### src/rtl/ps2_pkg.sv
// ps2_pkg: shared PS/2 receive types and frame constants
package ps2_pkg;
  typedef enum logic [1:0] {IDLE, DATA, PARITY, STOP} ps2_rx_state_t;
  localparam logic PS2_START_BIT = 1'b0;
  localparam logic PS2_STOP_BIT  = 1'b1;
  localparam int   PS2_DATA_BITS = 8;
endpackage

### src/rtl/ps2_line_filter.sv
// ps2_line_filter: 2-flop sync, glitch filter and filtered falling-edge pulse
module ps2_line_filter #(
  parameter int FILTER_LEN = 8
) (
  input  logic clk,
  input  logic reset,
  input  logic i_line,
  output logic o_fall
);
  localparam int CW = $clog2(FILTER_LEN + 1);
  logic [1:0]    r_sync;
  logic          r_level;
  logic          r_fall;
  logic [CW-1:0] r_cnt;
  logic          w_sample;
  assign w_sample = r_sync[1];
  assign o_fall   = r_fall;
  always_ff @(posedge clk) begin
    if (reset) begin
      r_sync  <= 2'b11;
      r_level <= 1'b1;
      r_cnt   <= '0;
      r_fall  <= 1'b0;
    end else begin
      r_sync <= {r_sync[0], i_line};
      r_fall <= 1'b0;
      if (w_sample == r_level) r_cnt <= '0;
      else if (r_cnt == CW'(FILTER_LEN)) begin
        r_level <= w_sample;
        r_cnt   <= '0;
        r_fall  <= r_level;
      end else r_cnt <= r_cnt + 1'b1;
    end
  end
endmodule

### src/rtl/ps2_rx_frame.sv
// ps2_rx_frame: PS/2 device-to-host 11-bit frame receiver with parity/stop check and watchdog
module ps2_rx_frame
  import ps2_pkg::*;
#(
  parameter int FILTER_LEN = 8,
  parameter int TIMEOUT    = 50000
) (
  input  logic       clk,
  input  logic       reset,
  input  logic       ps2_clk,
  input  logic       ps2_data,
  output logic [7:0] rx_data,
  output logic       ready,
  output logic       error
);
  localparam int WW = $clog2(TIMEOUT + 1);
  ps2_rx_state_t r_state;
  logic [1:0]    r_dsync;
  logic [2:0]    r_bit_cnt;
  logic [7:0]    r_shift;
  logic          r_par_ok;
  logic [7:0]    r_rx_data;
  logic          r_ready;
  logic          r_error;
  logic [WW-1:0] r_wdog;
  logic          w_fall;
  logic          w_bit;
  ps2_line_filter #(.FILTER_LEN(FILTER_LEN)) u_clk_filter (
    .clk    (clk),
    .reset  (reset),
    .i_line (ps2_clk),
    .o_fall (w_fall)
  );
  assign w_bit   = r_dsync[1];
  assign rx_data = r_rx_data;
  assign ready   = r_ready;
  assign error   = r_error;
  always_ff @(posedge clk) begin
    if (reset) begin
      r_state   <= IDLE;
      r_dsync   <= 2'b11;
      r_bit_cnt <= '0;
      r_shift   <= '0;
      r_par_ok  <= 1'b0;
      r_rx_data <= '0;
      r_ready   <= 1'b0;
      r_error   <= 1'b0;
      r_wdog    <= '0;
    end else begin
      r_dsync <= {r_dsync[0], ps2_data};
      r_ready <= 1'b0;
      r_error <= 1'b0;
      // a bit event always beats the watchdog in the same cycle
      if (w_fall) begin
        r_wdog <= '0;
        case (r_state)
          IDLE: if (w_bit == PS2_START_BIT) begin
            r_state   <= DATA;
            r_bit_cnt <= '0;
          end
          DATA: begin
            r_shift   <= {w_bit, r_shift[7:1]};
            r_bit_cnt <= r_bit_cnt + 1'b1;
            if (r_bit_cnt == 3'(PS2_DATA_BITS - 1)) r_state <= PARITY;
          end
          PARITY: begin
            r_par_ok <= ^{r_shift, w_bit};
            r_state  <= STOP;
          end
          default: begin
            if (w_bit == PS2_STOP_BIT && r_par_ok) begin
              r_rx_data <= r_shift;
              r_ready   <= 1'b1;
            end else r_error <= 1'b1;
            r_state <= IDLE;
          end
        endcase
      end else if (r_state == IDLE) r_wdog <= '0;
      else if (r_wdog == WW'(TIMEOUT - 1)) begin
        r_error   <= 1'b1;
        r_state   <= IDLE;
        r_wdog    <= '0;
        r_bit_cnt <= '0;
        r_shift   <= '0;
      end else r_wdog <= r_wdog + 1'b1;
    end
  end
endmodule

### config.mk
export PLATFORM = sky130hd
export DESIGN_NAME = ps2_rx_frame
export DESIGN_NICKNAME = d
export VERILOG_FILES = /design/src/rtl/ps2_pkg.sv /design/src/rtl/ps2_line_filter.sv /design/src/rtl/ps2_rx_frame.sv
export SDC_FILE = /design/constraint.sdc
export NUM_CORES = 1
export LEC_CHECK = 0
export BUFFER_PORTS_ARGS = -buffer_cell sky130_fd_sc_hd__clkbuf_2
export CAP_MARGIN = 40
export CORE_ASPECT_RATIO = 1.1
export CORE_MARGIN = 1.5
export CORE_UTILIZATION = 49
export CTS_CLUSTER_DIAMETER = 30
export DETAILED_ROUTE_END_ITERATION = 10
export GPL_TIMING_DRIVEN = 0
export PLACE_DENSITY = 0.73
export SLEW_MARGIN = 20
export SYNTH_ARGS = -nofsm -noshare
export SYNTH_HDL_FRONTEND = slang
export SYNTH_SLANG_ARGS = --single-unit
### constraint.sdc
create_clock -name clk -period 1.65 [get_ports clk]
set_clock_uncertainty 0.05 [all_clocks]
set_input_delay 0.165 -clock clk [delete_from_list [all_inputs] [get_ports clk]]
set_output_delay 0.165 -clock clk [all_outputs]
set_load 0.01 [all_outputs]
# Word level (Yosys, flattened, before mapping)
# Cells that the tools add are included.
[classes] mux=21 n_eq_ne=11 add_sub_neg=3 n_reduce_logical=15 bitwise_logic=4
[op_table] op="$mux 8" n=4
[op_table] op="$add 16x1->16 const B" n=1
[op_table] op="$eq 16x16->1 const B" n=1
[op_table] op="$mux 3" n=4
[op_table] op="$mux 2" n=5
[op_table] op="$reduce_or 3->1" n=3
[op_table] op="$reduce_xor 9->1" n=1
[op_table] op="$reduce_and 4->1" n=2
[op_table] op="$mux 1" n=6
[op_table] op="$ne 3x3->1 const B" n=2
[op_table] op="$pmux 2 s3" n=1
[op_table] op="$pmux 3 s2" n=1
[op_table] op="$reduce_and 3->1" n=2
[op_table] op="$reduce_or 5->1" n=1
[op_table] op="$add 4x1->4 const B" n=1
[op_table] op="$eq 4x4->1 const B" n=1
[op_table] op="$ne 2x2->1 const B" n=2
[op_table] op="$not 1->1" n=4
[op_table] op="$reduce_and 2->1" n=2
[op_table] op="$reduce_or 4->1" n=1
[op_table] op="$add 3x1->3 const B" n=1
[op_table] op="$eq 3x3->1 const B" n=1
[op_table] op="$eq 2x1->1 const B" n=1
[op_table] op="$eq 2x2->1 const B" n=1
[op_table] op="other kinds (5)" n=5
[word_totals] reg_bits=50 out_inout_bits=10 elab_cells=67 inputBits=4

# Logic depth before layout (Yosys ltp)
[depth] ltp_word=4 ltp_mapped=7 depth_no_buf=6

# By module
# A second synthesis with hierarchy kept.
[hier_totals] cells_unflattened=245 area_unflattened_um2=2208.4
[by_module_without_submodules] mod="ps2_rx_frame" area_each_um2=1900.6 n_inst=1 seq_area_each_um2=840.8 cells_per_inst=217
[by_module_without_submodules] mod="ps2_line_filter" area_each_um2=307.8 n_inst=1 seq_area_each_um2=160.2 cells_per_inst=28

# Worst setup path before layout
# Ideal clock, no wire load.
[synth_timing] path_kind="flip-flop to flip-flop" startpoint="register r_wdog[0]" endpoint="register r_bit_cnt[0]" path_buffers=1 period_less_slack_ns=1.722 path_slack_ns=-0.072 t_required_ns=1.530 arrival_time_ns=1.601 path_stages_with_launch=7 setup_ns=0.070 path_cell_list="dfxtp_1 ha_1 and3_1 buf_2 a41oi_4 or4_1 a21oi_1"
[synth_via] elab_chain_len=3
[synth_lines] element="start: declaration" line_no="ps2_rx_frame.sv:25" source="logic [WW-1:0] r_wdog;"
[synth_lines] element="start signal: assignment" line_no="ps2_rx_frame.sv:85" source="end else r_wdog <= r_wdog + 1'b1;"
[synth_lines] element="$eq 16x16->1" line_no="ps2_rx_frame.sv:79" source="else if (r_wdog == WW'(TIMEOUT - 1)) begin"
[synth_lines] element="$reduce_bool 2->1 (no line)"
[synth_lines] element="$reduce_and 4->1 (no line)"
[synth_lines] element="end signal: assignment" line_no="ps2_rx_frame.sv:63" source="r_bit_cnt <= r_bit_cnt + 1'b1;"
[synth_lines] element="end: declaration" line_no="ps2_rx_frame.sv:19" source="logic [2:0] r_bit_cnt;"
# No other way between the ends.
# A chain may end at the register's enable or synchronous reset.

# Worst setup path in the final report
[layout_timing] startpoint="register r_wdog[12]" endpoint="register r_bit_cnt[0]"
# Same word-level chain as after synthesis.

==> flow_metrics.py <==
metrics = {
    "critical_path": {
        "cp-end-kind": "flop",
        "critPathLaunchType": "flop",
        "cp.required_ps": 1840,
        "crit_start": "r_wdog[12]",
        "timing.rr.start": "r_wdog[12]",
        "path_max_fanout": 5,
        "cp.arrival_ps": 1900,
        "path_class": "reg -> reg",
    },
    "sta": {
        "fin_ws_ps": -55.39,
        "slew_headroom": 0.6407,
        "fin_crit_ps": 1705,
        "finalSetupViolCount": 1,
        "fin_crit_sh": 1.034,
        "drv_slew": 0,
        "hold_viol_final": 0,
        "max_freq_mhz": 586.4,
        "grt_setup_unrepaired": "yes",
        "tightest_slew_ps": 538.9,
    },
    "power": {
        "leakagePower_nw": 0.9113,
        "cellPowerDensity_nw_per_um2": 869.3,
        "ir_drop_uv": 540.1,
    },
    "clock_network": {
        "cts_max_path_buffers": 2,
        "clock_sinks": 50,
        "cts_buffers": 5,
        "root_buffer": "clkbuf_8",
        "h-tree-depth": 2,
        "cts_tree": "done",
        "clock_latency_ps": 310,
        "path_clk_slew_ps": 90,
    },
    "hold_path": {
        "min-delay-start": "reset",
        "min_path_type": "in -> reg",
    },
    "yosys": {
        "syn_nets": 257,
        "yosysTopAreaCellShare": 0.4535,
        "synth_area_leaders": "dfxtp_1 45%, nand2_1 5.6%, a21oi_1 5.4%",
        "synth_flop_cell": "dfxtp_1",
        "synth_area_per_cell_um2": 9.046,
        "yosysMostFrequentCell": "dfxtp_1",
        "yosysTopAreaCell": "dfxtp_1",
        "synth-seq-cells": 50,
        "syn_inst": 244,
        "syn_area_um2": 2207,
        "ys_seq_area_frac": 0.4535,
        "synth-edff-count": 0,
        "ys.warnings.count": 0,
        "synth_common_cells": "50 x dfxtp_1, 33 x nand2_1, 24 x a21oi_1",
        "synthArstFlopShare": 0,
        "synth.distinct_cells": 35,
    },
    "detailed_routing": {
        "routed_wl_mm": 4.433,
        "first_iter_violations": 65,
        "wl_per_cell_um": 13.68,
        "drt-pass1-iter-count": 4,
        "drtAntennaViolNets": 0,
        "num_vias": 1764,
        "drcViolationCount": 0,
        "routed_via_density": 5.444,
    },
    "place": {
        "port_buffers": 13,
        "placed_cells": 311,
        "dp_hpwl_mm": 2.955,
        "gp_congestion": 0.7709,
        "dpl_cell_area_um2": 2366,
    },
    "flow_run": {
        "cap_violations": 0,
    },
    "layout": {
        "area_delta_synth_final_pct": 18.08,
        "final_nets": 282,
        "multi_input_area_um2": 1195,
        "fin_area_um2": 2606,
        "regArea_um2": 1013,
        "antenna_cells": 0,
        "n_fill_cell": 378,
        "drive_gt1_frac": 0.2333,
        "final_cells": 324,
        "utilization": 0.6038,
    },
    "global_routing": {
        "antenna_found_initial": 0,
        "grt_pass1_wl_mm": 7.203,
        "grt-ovfl-total": 0,
        "grt_pass1_vias": 1605,
        "grt_usage": 0.1912,
        "grt_max_degree": 17,
    },
    "floorplanning": {
        "coreArea_um2": 4317,
        "fp-row-count": 25,
        "dieArea_um2": 4916,
        "io_pins": 14,
        "die_w_um": 66.99,
        "floorplan.initialDensity": 0.5113,
        "fp.dieH_um": 73.39,
    },
    "outcome": {
        "outcome": "finished with violations",
        "violations": "negative setup slack",
    },
}
## kinds of logic after synthesis
kind of cell	after synthesis	share of synthesized area
compound gates	44	0.1304
xor+xnor	21	0.08957
fa+ha+maj	9	0.05102
buf+inv	17	0.03174
flops	50	0.4535
mux	1	0.004535
simple gates	102	0.2392
## per-layer routing
metal  up-vias  wire length, um  global-route usage
met3         6              114             0.03828
met2        28             2164              0.2889
met5         -                0                   0
met1       831             2091              0.2572
met4         0               63             0.09977
li1        899                -                   -
## layout make-up
| type | count | share of cell area |
|---|---|---|
| Buffer | 8 | 0.01392 |
| Clock inverter | 3 | 0.02640 |
| Timing Repair Buffer | 21 | 0.05137 |
| Multi-Input combinational cell | 177 | 0.4585 |
| Sequential cell | 50 | 0.3889 |
| Tap cell | 54 | 0.02592 |
| Inverter | 6 | 0.008641 |
| Clock buffer | 5 | 0.02640 |
## registers in the layout, summed over array words and instances (netlist names)
register,cells
error,1
u_clk_filter.o_fall,1
r_wdog,16
r_dsync,2
r_state,2
u_clk_filter.r_level,1
u_clk_filter.r_cnt,4
r_shift,8
r_bit_cnt,3
ready,1
rx_data,8
u_clk_filter.r_sync,2
r_par_ok,1
## cells in the final DEF, fill, tap and decap left out, types with 2 or more instances in the layout
master | Yosys | layout
clkbuf_2 | 0 | 13
a21oi_1 | 24 | 22
ha_1 | 9 | 8
nor2_1 | 23 | 21
a21oi_2 | 0 | 2
xor2_1 | 13 | 13
o311ai_0 | 8 | 3
and3_1 | 3 | 2
o21ai_0 | 6 | 5
clkbuf_1 | 6 | 3
and4bb_2 | 2 | 2
buf_4 | 0 | 5
and4_1 | 2 | 2
buf_2 | 5 | 5
clkbuf_8 | 0 | 5
dfxtp_1 | 50 | 42
inv_1 | 6 | 6
or3_1 | 4 | 4
nand3_1 | 10 | 10
nand2_2 | 0 | 2
nor2b_1 | 3 | 3
dlygate4sd3_1 | 0 | 2
nor2_2 | 0 | 2
dfxtp_2 | 0 | 7
nand3b_1 | 2 | 2
nand4_1 | 8 | 8
xnor2_1 | 7 | 7
o311ai_1 | 0 | 4
bufinv_16 | 0 | 2
nand2b_1 | 2 | 2
nand2_1 | 33 | 31
or2_2 | 4 | 4
## what timing repair did
| item | 4_1_cts | 5_1_grt |
|---|---|---|
| pin swaps | 5 | 2 |
| hold buffers | 2 | 0 |
| setup endpoints to repair | 24 | 29 |
| buffers inserted | 6 | 0 |
| resized for setup | 9 | 18 |
| endpoints found under the hold margin | 2 | 0 |
## through the flow
stage	setup WS (ps)	TNS (ps)	hold WS, ps	total power [mW]
after floorplan	0.7105	0	218.8	1.261
after global placement	-101.0	-1315	300.9	1.272
after detailed placement	-179.5	-2026	305.0	1.272
after CTS	0.9970	0	183.5	2.291
after global routing	-93.50	-406.8	215.4	2.335
final	-55.39	-55.39	168.9	2.266
## power breakdown
| group | internal (mW) | leakage (nW) | switching (mW) |
|---|---|---|---|
| clock | 0.607 | 0.0683 | 0.412 |
| sequential | 1.21 | 0.408 | 0.00464 |
| combinational | 0.0147 | 0.435 | 0.0183 |
| total | 1.83 | 0.911 | 0.435 |
## critical path: stages, from the launching register on
cell and delay, ps:
dfxtp_4 360, nor4b_4 350, a41oi_4 200, or4_4 570, a21oi_2 120
## path summary, 6_finish.rpt
path                  end  slack, ps  cells after the start
min                 ready        170                      4
max reg2reg  r_bit_cnt[0]        -60                      4
min reg2reg    r_dsync[1]        370                      1
max          r_bit_cnt[0]        -60                      4
(Power assumes the default switching activity.)
